[config.mk]
export PLATFORM = sky130hd
export DESIGN_NAME = uart_tx_fifo_flat
export DESIGN_NICKNAME = d
export VERILOG_FILES = /design/src/rtl/uart_tx_fifo_if.sv /design/src/rtl/uart_tx_fifo.sv /design/src/flat_wrapper.sv
export SDC_FILE = /design/constraint.sdc
export NUM_CORES = 1
export LEC_CHECK = 0
export BUFFER_PORTS_ARGS = -buffer_cell sky130_fd_sc_hd__buf_4
export CAP_MARGIN = 25
export CORE_MARGIN = 3
export CORE_UTILIZATION = 25
export CTS_CLUSTER_SIZE = 20
export DETAILED_ROUTE_END_ITERATION = 8
export PLACE_DENSITY = 0.43
export SYNTH_ARGS = -nofsm -noshare
export SYNTH_HDL_FRONTEND = slang
export SYNTH_SLANG_ARGS = --single-unit
export TNS_END_PERCENT = 50
[constraint.sdc]
create_clock -name clk -period 4.31 [get_ports clk]
set_input_delay 0.6465 -clock clk [delete_from_list [all_inputs] [get_ports clk]]
set_output_delay 0.6465 -clock clk [all_outputs]
set_load 0.02 [all_outputs]
[src/rtl/uart_tx_fifo_if.sv]
// uart_tx_fifo_if -- signal bundle between a byte producer, the UART TX FIFO
// and the downstream transmitter.
//
// Handshake semantics:
//   write side : wr_en/wr_data is a one-byte-per-cycle strobe with no ready.
//                A strobe while full=1 is dropped and answered by a one-cycle
//                overflow pulse on the next cycle.
//   transmit   : tx_start is a one-cycle pulse with tx_data valid from that
//                cycle on. tx_data stays stable until the transmitter answers
//                with a one-cycle tx_done pulse. Only one byte is ever
//                outstanding, and tx_done outside that window is ignored.
//
// Signals:
//   wr_en, wr_data  producer -> FIFO
//   tx_done         transmitter -> FIFO
//   tx_start, tx_data       FIFO -> transmitter
//   full, empty, count      FIFO occupancy (count = stored, not-yet-issued bytes)
//   overflow, busy          status pulses / level
//   dbg_state               FSM state for debug and checker binding
interface uart_tx_fifo_if #(
  parameter int AW = 4
) ();
  logic          wr_en;
  logic [7:0]    wr_data;
  logic          tx_done;
  logic          tx_start;
  logic [7:0]    tx_data;
  logic          full;
  logic          empty;
  logic [AW:0]   count;
  logic          overflow;
  logic          busy;
  logic [1:0]    dbg_state;

  // Producer / transmitter side.
  modport master (
    output wr_en, wr_data, tx_done,
    input  tx_start, tx_data, full, empty, count, overflow, busy, dbg_state
  );

  // FIFO side.
  modport slave (
    input  wr_en, wr_data, tx_done,
    output tx_start, tx_data, full, empty, count, overflow, busy, dbg_state
  );
endinterface

[src/rtl/uart_tx_fifo.sv]
// uart_tx_fifo -- byte FIFO feeding a UART transmitter one byte at a time.
//
// A circular buffer of DEPTH bytes accepts one write per cycle. A three-state
// FSM (IDLE -> SEND -> WAIT_DONE) pops the oldest byte, presents it on a
// registered tx_data with a one-cycle tx_start pulse, and waits for tx_done
// before issuing the next byte.
//
// Ports:
//   clk    rising-edge clock
//   reset  asynchronous, active-low reset
//   bus    uart_tx_fifo_if.slave (write strobe, transmitter handshake, status)
module uart_tx_fifo #(
  parameter int DEPTH = 16,
  parameter int AW    = $clog2(DEPTH)
) (
  input  logic          clk,
  input  logic          reset,
  uart_tx_fifo_if.slave bus
);

  typedef enum logic [1:0] {
    IDLE      = 2'd0,
    SEND      = 2'd1,
    WAIT_DONE = 2'd2
  } state_t;

  localparam logic [AW:0] FULL_CNT = (AW+1)'(DEPTH);

  logic [7:0]  mem [DEPTH];

  state_t      state_q, state_d;
  logic [AW-1:0] wr_ptr_q, wr_ptr_d;
  logic [AW-1:0] rd_ptr_q, rd_ptr_d;
  logic [AW:0] count_q, count_d;
  logic        tx_start_q, tx_start_d;
  logic [7:0]  tx_data_q, tx_data_d;
  logic        overflow_q, overflow_d;

  logic        full_w;
  logic        empty_w;
  logic        wr_acc;
  logic        pop;

  // Full is judged on the registered count only, so a pop in the same cycle
  // never rescues a write attempted while full.
  assign full_w  = (count_q == FULL_CNT);
  assign empty_w = (count_q == '0);
  assign wr_acc  = bus.wr_en && !full_w;

  // FSM next-state and transmit register logic.
  always_comb begin
    state_d    = state_q;
    tx_start_d = 1'b0;
    tx_data_d  = tx_data_q;
    pop        = 1'b0;
    case (state_q)
      IDLE: begin
        if (!empty_w) begin
          pop        = 1'b1;
          tx_data_d  = mem[rd_ptr_q];
          tx_start_d = 1'b1;
          state_d    = SEND;
        end
      end
      SEND: begin
        state_d = WAIT_DONE;
      end
      WAIT_DONE: begin
        if (bus.tx_done) begin
          state_d = IDLE;
        end
      end
      default: begin
        state_d = IDLE;
      end
    endcase
  end

  // Pointer, occupancy and overflow next-state logic.
  always_comb begin
    wr_ptr_d   = wr_ptr_q;
    rd_ptr_d   = rd_ptr_q;
    count_d    = count_q;
    overflow_d = bus.wr_en && full_w;
    if (wr_acc) begin
      wr_ptr_d = wr_ptr_q + 1'b1;
    end
    if (pop) begin
      rd_ptr_d = rd_ptr_q + 1'b1;
    end
    case ({wr_acc, pop})
      2'b10:   count_d = count_q + 1'b1;
      2'b01:   count_d = count_q - 1'b1;
      default: count_d = count_q;
    endcase
  end

  always_ff @(posedge clk or negedge reset) begin
    if (!reset) begin
      state_q    <= IDLE;
      wr_ptr_q   <= '0;
      rd_ptr_q   <= '0;
      count_q    <= '0;
      tx_start_q <= 1'b0;
      tx_data_q  <= 8'h00;
      overflow_q <= 1'b0;
    end else begin
      state_q    <= state_d;
      wr_ptr_q   <= wr_ptr_d;
      rd_ptr_q   <= rd_ptr_d;
      count_q    <= count_d;
      tx_start_q <= tx_start_d;
      tx_data_q  <= tx_data_d;
      overflow_q <= overflow_d;
    end
  end

  // Storage is not reset; stale bytes are unreachable once the pointers and
  // count are cleared.
  always_ff @(posedge clk) begin
    if (wr_acc) begin
      mem[wr_ptr_q] <= bus.wr_data;
    end
  end

  assign bus.tx_start  = tx_start_q;
  assign bus.tx_data   = tx_data_q;
  assign bus.full      = full_w;
  assign bus.empty     = empty_w;
  assign bus.count     = count_q;
  assign bus.overflow  = overflow_q;
  assign bus.busy      = (state_q != IDLE);
  assign bus.dbg_state = state_q;

endmodule
[src/flat_wrapper.sv]
// flat-port wrapper written by rule: the top's interface ports become plain ports
module uart_tx_fifo_flat 
#(
  parameter int DEPTH = 16,
  parameter int AW    = $clog2(DEPTH)
)
  (clk, reset, bus_wr_en, bus_wr_data, bus_tx_done, bus_tx_start, bus_tx_data, bus_full, bus_empty, bus_count, bus_overflow, bus_busy, bus_dbg_state);
  uart_tx_fifo_if #(.AW(AW)) bus_i ();
  input  logic clk;
  input  logic reset;
  input wire logic [$bits(bus_i.wr_en)-1:0] bus_wr_en;
  input wire logic [$bits(bus_i.wr_data)-1:0] bus_wr_data;
  input wire logic [$bits(bus_i.tx_done)-1:0] bus_tx_done;
  output wire logic [$bits(bus_i.tx_start)-1:0] bus_tx_start;
  output wire logic [$bits(bus_i.tx_data)-1:0] bus_tx_data;
  output wire logic [$bits(bus_i.full)-1:0] bus_full;
  output wire logic [$bits(bus_i.empty)-1:0] bus_empty;
  output wire logic [$bits(bus_i.count)-1:0] bus_count;
  output wire logic [$bits(bus_i.overflow)-1:0] bus_overflow;
  output wire logic [$bits(bus_i.busy)-1:0] bus_busy;
  output wire logic [$bits(bus_i.dbg_state)-1:0] bus_dbg_state;
  assign bus_i.wr_en = bus_wr_en;
  assign bus_i.wr_data = bus_wr_data;
  assign bus_i.tx_done = bus_tx_done;
  assign bus_tx_start = bus_i.tx_start;
  assign bus_tx_data = bus_i.tx_data;
  assign bus_full = bus_i.full;
  assign bus_empty = bus_i.empty;
  assign bus_count = bus_i.count;
  assign bus_overflow = bus_i.overflow;
  assign bus_busy = bus_i.busy;
  assign bus_dbg_state = bus_i.dbg_state;
  uart_tx_fifo #(.DEPTH(DEPTH), .AW(AW)) u_core (.clk(clk), .reset(reset), .bus(bus_i));
endmodule
# Word level (Yosys, flattened, before mapping)
# Memories as Yosys holds them, arrays and structs flattened. A register that Yosys moved wholly into a read port is not among the register bits.
# Cells that the tools add are included.
# word_totals
regBits	17
ramBits	128
word_cells	37
mem_count	1
# mem_list
name	words	width	rd	rd_ports_with_merged_regs	wr	line_no	source
u_core.mem	16	8	1	1	1	uart_tx_fifo.sv:29	logic [7:0] mem [DEPTH];
# classes
addsub	4
n_eq_ne	7
mux	8
bitwise_logic	1
n_reduce_logical	10
# ops
op	n
5-bit one-hot mux with 2 select lines	1
4-bit by 1-bit adder with 4-bit output (second input constant)	2
2-bit one-hot mux with 3 select lines	1
5-bit by 1-bit adder with 5-bit output (second input constant)	1
5-bit equality test (second input constant)	1
5-bit zero test	1
5-bit by 1-bit subtractor with 5-bit output (second input constant)	1
2-bit by 1-bit equality test with 1-bit output (second input constant)	2
2-bit equality test (second input constant)	2
1-bit 2-to-1 mux	4
2-bit 2-to-1 mux	2
2-bit inequality test (second input constant)	2
2-bit AND reduction	2
2-bit nonzero test	2
1-bit logical AND	2
1-bit zero test	2
2-bit zero test	1
1-bit inverter	1

# Depth between registers and ports, before layout
# logic_depth
word_depth	5
mapped_depth	12
ltp_nobuf	10

# Worst setup path before layout
# No wires, ideal clock.
# synth_timing
kind	register to register
from	register u_core.count_q[2], in the netlist u_core.bus.count[2]
to	register u_core.count_q[4], in the netlist u_core.bus.count[4]
arrival_time_ps	2716
path_slack_ps	1470
stages_incl_launch_ff	13
n_path_buf	3
cell_sequence	dfrtp_1 > buf_2 > nor4_2 > a21oi_1 > buf_2 > ha_1 > clkbuf_1 > xor2_1 > ha_1 > o211a_1 > o31ai_1 > a31oi_1 > xnor2_1
# synth_via
elab_chain_len	5
# synth_lines
item	line_no	source
from (decl)	uart_tx_fifo.sv:34	logic [AW:0] count_q, count_d;
from (signal assigned)	uart_tx_fifo.sv:111	count_q <= count_d;
5-bit zero test (*)	uart_tx_fifo.sv:47	assign empty_w = (count_q == '0);
1-bit 2-to-1 mux (*)	uart_tx_fifo.sv:58	if (!empty_w) begin
1-bit 2-to-1 mux (*)	uart_tx_fifo.sv:56	case (state_q)
named net u_core.pop	uart_tx_fifo.sv:42	logic pop;
2-bit by 1-bit equality test with 1-bit output / 2-bit equality test (equally long branches)	uart_tx_fifo.sv:91	case ({wr_acc, pop})
5-bit one-hot mux with 2 select lines / 2-bit nonzero test (equally long branches)	-	
# Mark *: on every way through the listed nets, which the timed path passes. The rest lies on a longest branch.
# A chain may end at the register's enable or synchronous reset.

# Worst setup path in the final report
# layout_timing
from	register u_core.count_q[2], in the netlist u_core.bus.count[2]
to	register u_core.count_q[4], in the netlist u_core.bus.count[4]
# layout_via
elab_chain_len	5
# layout_lines
item	line_no
5-bit zero test / 5-bit equality test (equally long branches)	uart_tx_fifo.sv:47, uart_tx_fifo.sv:46
1-bit 2-to-1 mux / 1-bit zero test (equally long branches)	uart_tx_fifo.sv:58, uart_tx_fifo.sv:48
1-bit 2-to-1 mux / 1-bit logical AND (equally long branches)	uart_tx_fifo.sv:56, uart_tx_fifo.sv:48
2-bit by 1-bit equality test with 1-bit output / 2-bit equality test (equally long branches)	uart_tx_fifo.sv:91
5-bit one-hot mux with 2 select lines / 2-bit nonzero test (equally long branches)	-
# Several ways; a longest one is shown, not always the timed one.

==> reports/metrics.json <==
{
  "min_path_type": "input pin to asynchronous set/reset pin",
  "netlist-cell-type-count": 38,
  "post-route-min-period_ns": 2.870,
  "cts.root.buffer_cell": "sky130_fd_sc_hd__clkbuf_16",
  "final_cell_mix": "sky130_fd_sc_hd__edfxtp_1, sky130_fd_sc_hd__buf_4, sky130_fd_sc_hd__dfrtp_1, sky130_fd_sc_hd__mux4_2",
  "n_antenna_cell": 0,
  "place_ws_ns": 1.454,
  "routed_wirelength_microns": 12900,
  "critical-path-top-cell-by-count": "sky130_fd_sc_hd__ha_1",
  "grtUsageMet3": 0.02993,
  "number_of_global_route_vias_before_repair": 3231,
  "cts.reportedPaths.clkPinSlew_ns": 0.06,
  "fp.dieH_microns": 163.2,
  "grt_use_met2": 0.1749,
  "portBuffers": 31,
  "die_w_microns": 163.2,
  "mostFrequentLayoutCell": "sky130_fd_sc_hd__edfxtp_1",
  "worstSkewPairLatency_ns": 0.42,
  "htree_num_levels": 4,
  "synth-compound-area-share": 0.04132,
  "drt_iter0_drc": 209,
  "drt_pre_antenna_iters": 4,
  "synthesis.area_per_instance_sq_um": 19.07,
  "reg2reg_to": "u_core.bus.count[4]",
  "setup_fix_buffers_added_after_clock_tree_synthesis": 0,
  "synth_fp_nets": 345,
  "drc_violations_left": 0,
  "criticalPathCategory": "flip-flop to flip-flop",
  "critical_path_end_type": "flip-flop",
  "post_layout_nonfiller_instances": 690,
  "count_of_pins_over_their_slew_limit": 0,
  "timing.critical_path.cells": "nor4_2 -> a21oi_2 -> buf_4 -> ha_1 -> xor2_1 -> ha_1 -> o211a_1 -> o31ai_1 -> a31oi_1 -> xnor2_1",
  "grt_antenna_before_repair": 0,
  "r2r_slack_ns": 1.44,
  "postSynth.asyncResetShare": 0.1634,
  "design_power_total_mw": 5.183,
  "synthesis.yosys.warnings": 0,
  "synthesis.instances": 324,
  "cts_hold_fix_bufs": 0,
  "largest_net_degree_at_the_start_of_global_routing": 34,
  "cts_resized": 0,
  "startpoint_type": "flip-flop",
  "tritoncts.num_buffers": 17,
  "grt_usage": 0.1023,
  "num_io_pins": 32,
  "synth_enable_flop_cells": 128,
  "floorplan.core_area_sq_um": 23890,
  "synth_simple_gate_area_share": 0.03545,
  "final.setup_skew_ns": 0.009393,
  "max-vdd-ir-drop_v": 0.0002164,
  "area_share_of_xor_xnor_cells_in_the_synthesized_design": 0.01560,
  "clock_sink_count": 153,
  "gpl.final_weighted_congestion": 0.7880,
  "ratio_of_final_minimum_period_to_clock_period": 0.6659,
  "placed_cells": 658,
  "busiest_layer": "met2",
  "slowest_stage_delay_cp_ns": 0.52,
  "power.leakage_nw": 2.501,
  "powerDensity_nw_per_um2": 702.6,
  "worst_ep_required_time_ns": 4.62,
  "number_of_buffers_between_clock_root_and_the_deepest_sink": 2,
  "slew_headroom": 0.3374,
  "worst_slack_ns": 1.440,
  "layout-drive-gt1-share": 0.2857,
  "setup_viol_count_final": 0,
  "arrival_ns": 3.18,
  "dp_hpwl_microns": 8145,
  "layout.nets": 379,
  "outcome": "finished clean",
  "vias": 3031,
  "drv_cap": 0,
  "cts_tree": "yes",
  "r2r_cells": 10,
  "final.setup.tns_ns": 0,
  "die-area_sq_um": 26630,
  "start_util": 0.2585,
  "post_drt_wl_per_cell_microns": 18.70,
  "grt_pass1_wl_microns": 19460,
  "synth-adder-area-share": 0.01823,
  "placement_rows": 56,
  "synth_seq_cells": 153,
  "fmaxAchievable_ghz": 0.3484,
  "critical_path.max_fanout": 23,
  "rsz0062_at_grt": "false",
  "synthToLayoutAreaGrowth_pct": 19.42,
  "synth_top_family_by_area": "multiplexers",
  "proportion_of_synthesized_area_in_mux_cells": 0.1444,
  "grt.overflow.total": 0,
  "slew_at_the_pin_closest_to_its_max_slew_limit_ns": 0.9902,
  "synthesis.area_sq_um": 6177,
  "regToRegStartpoint": "u_core.bus.count[2]",
  "synth-main-ff-cell": "sky130_fd_sc_hd__edfxtp_1",
  "detail_route.vias_per_cell": 4.393,
  "sequential_fraction_of_the_synthesis_area": 0.7235,
  "hold_viol": 0,
  "detail-route-antenna-nets": 0,
  "cpMaxStageDelayCell": "sky130_fd_sc_hd__nor4_2",
  "grtUsageMet1": 0.1227
}
==> where the power goes <==
part / switching, mW / internal [mW]
combinational: 0.724 / 0.712
sequential: 0.329 / 1.85
clock: 0.632 / 0.935
==> layout make-up <==
type                    instances  area [sq um]
well taps                     319         399.1
repair buffers                 34         255.2
flip-flops and latches        153          4472
fillers                      2312         16520
clock buffers                  17         425.4
clock inverters                15         209.0
multi-input cells             146          1594
inverters                       6         22.52
==> layer usage <==
metal  vias to the layer above  routed length (microns)
met5                         -                        0
met2                        63                     6581
met1                      1579                     5501
li1                       1373                        -
met3                        16                      633
met4                         0                      185
==> per-stage QoR <==
stage | hold slack, ns | utilization | instance area, sq um
finish | 0.1360 | 0.3088 | 7377
global route | 0.1417 | 0.3088 | 7377
CTS | 0.1365 | 0.3088 | 7377
detailed placement | 0.5145 | 0.2822 | 6743
global placement | 0.4915 | 0.2822 | 6743
floorplan | 0.3509 | - | 6177
==> worst max path at each step <==
stage	from	endpoint	depth (start not counted)
after floorplan	u_core.bus.count[2]	u_core.bus.count[4]	12
after global placement	u_core.bus.count[2]	u_core.bus.count[4]	10
after detailed placement	u_core.bus.count[2]	u_core.bus.count[4]	10
after CTS	u_core.bus.count[2]	u_core.bus.count[4]	10
after global routing	u_core.bus.count[2]	u_core.bus.count[4]	10
final	u_core.bus.count[2]	u_core.bus.count[4]	10
==> Yosys cell counts (4+ instances only) <==
cell type | number | area, sq um
sky130_fd_sc_hd__nand2b_1 | 5 | 31.28
sky130_fd_sc_hd__o22ai_1 | 16 | 100.1
sky130_fd_sc_hd__o21ai_0 | 5 | 25.02
sky130_fd_sc_hd__nand2_1 | 7 | 26.28
sky130_fd_sc_hd__mux2_2 | 10 | 112.6
sky130_fd_sc_hd__nor2_1 | 17 | 63.81
sky130_fd_sc_hd__xnor2_1 | 7 | 61.31
sky130_fd_sc_hd__mux4_2 | 19 | 427.9
sky130_fd_sc_hd__dfrtp_1 | 25 | 625.6
sky130_fd_sc_hd__a21oi_1 | 13 | 65.06
sky130_fd_sc_hd__xor2_1 | 4 | 35.03
sky130_fd_sc_hd__buf_2 | 5 | 25.02
sky130_fd_sc_hd__nor3_1 | 4 | 20.02
sky130_fd_sc_hd__mux4_1 | 13 | 341.6
sky130_fd_sc_hd__ha_1 | 9 | 112.6
sky130_fd_sc_hd__clkbuf_1 | 6 | 22.52
sky130_fd_sc_hd__edfxtp_1 | 128 | 3844
sky130_fd_sc_hd__inv_1 | 6 | 22.52
==> critical path, delay by kind of cell (launching register included) <==
| family | cells | cell delay (ns) |
|---|---|---|
| AOI/OAI and AO/OA | 4 | 0.63 |
| adders and majority gates | 2 | 0.56 |
| and+or+nand+nor | 1 | 0.52 |
| DFF | 1 | 0.49 |
| xor gates and xnor gates | 2 | 0.35 |
| buffers and inverters | 1 | 0.23 |
==> cell families after synthesis <==
group | after synthesis
DFF | 153
muxes | 43
and+or+nand+nor | 43
AOI/OAI and AO/OA | 40
buffers and inverters | 25
xor gates and xnor gates | 11
adders and majority gates | 9
==> sequential cells by signal, summed over array words and instances (netlist names) <==
name,count
u_core.rd_ptr_q,4
u_core.bus.overflow,1
u_core.wr_ptr_q,4
u_core.bus.tx_start,1
u_core.mem,128
u_core.bus.tx_data,8
u_core.bus.count,5
u_core.bus.dbg_state,2
No activity file was read; power rests on OpenSTA's default activity.
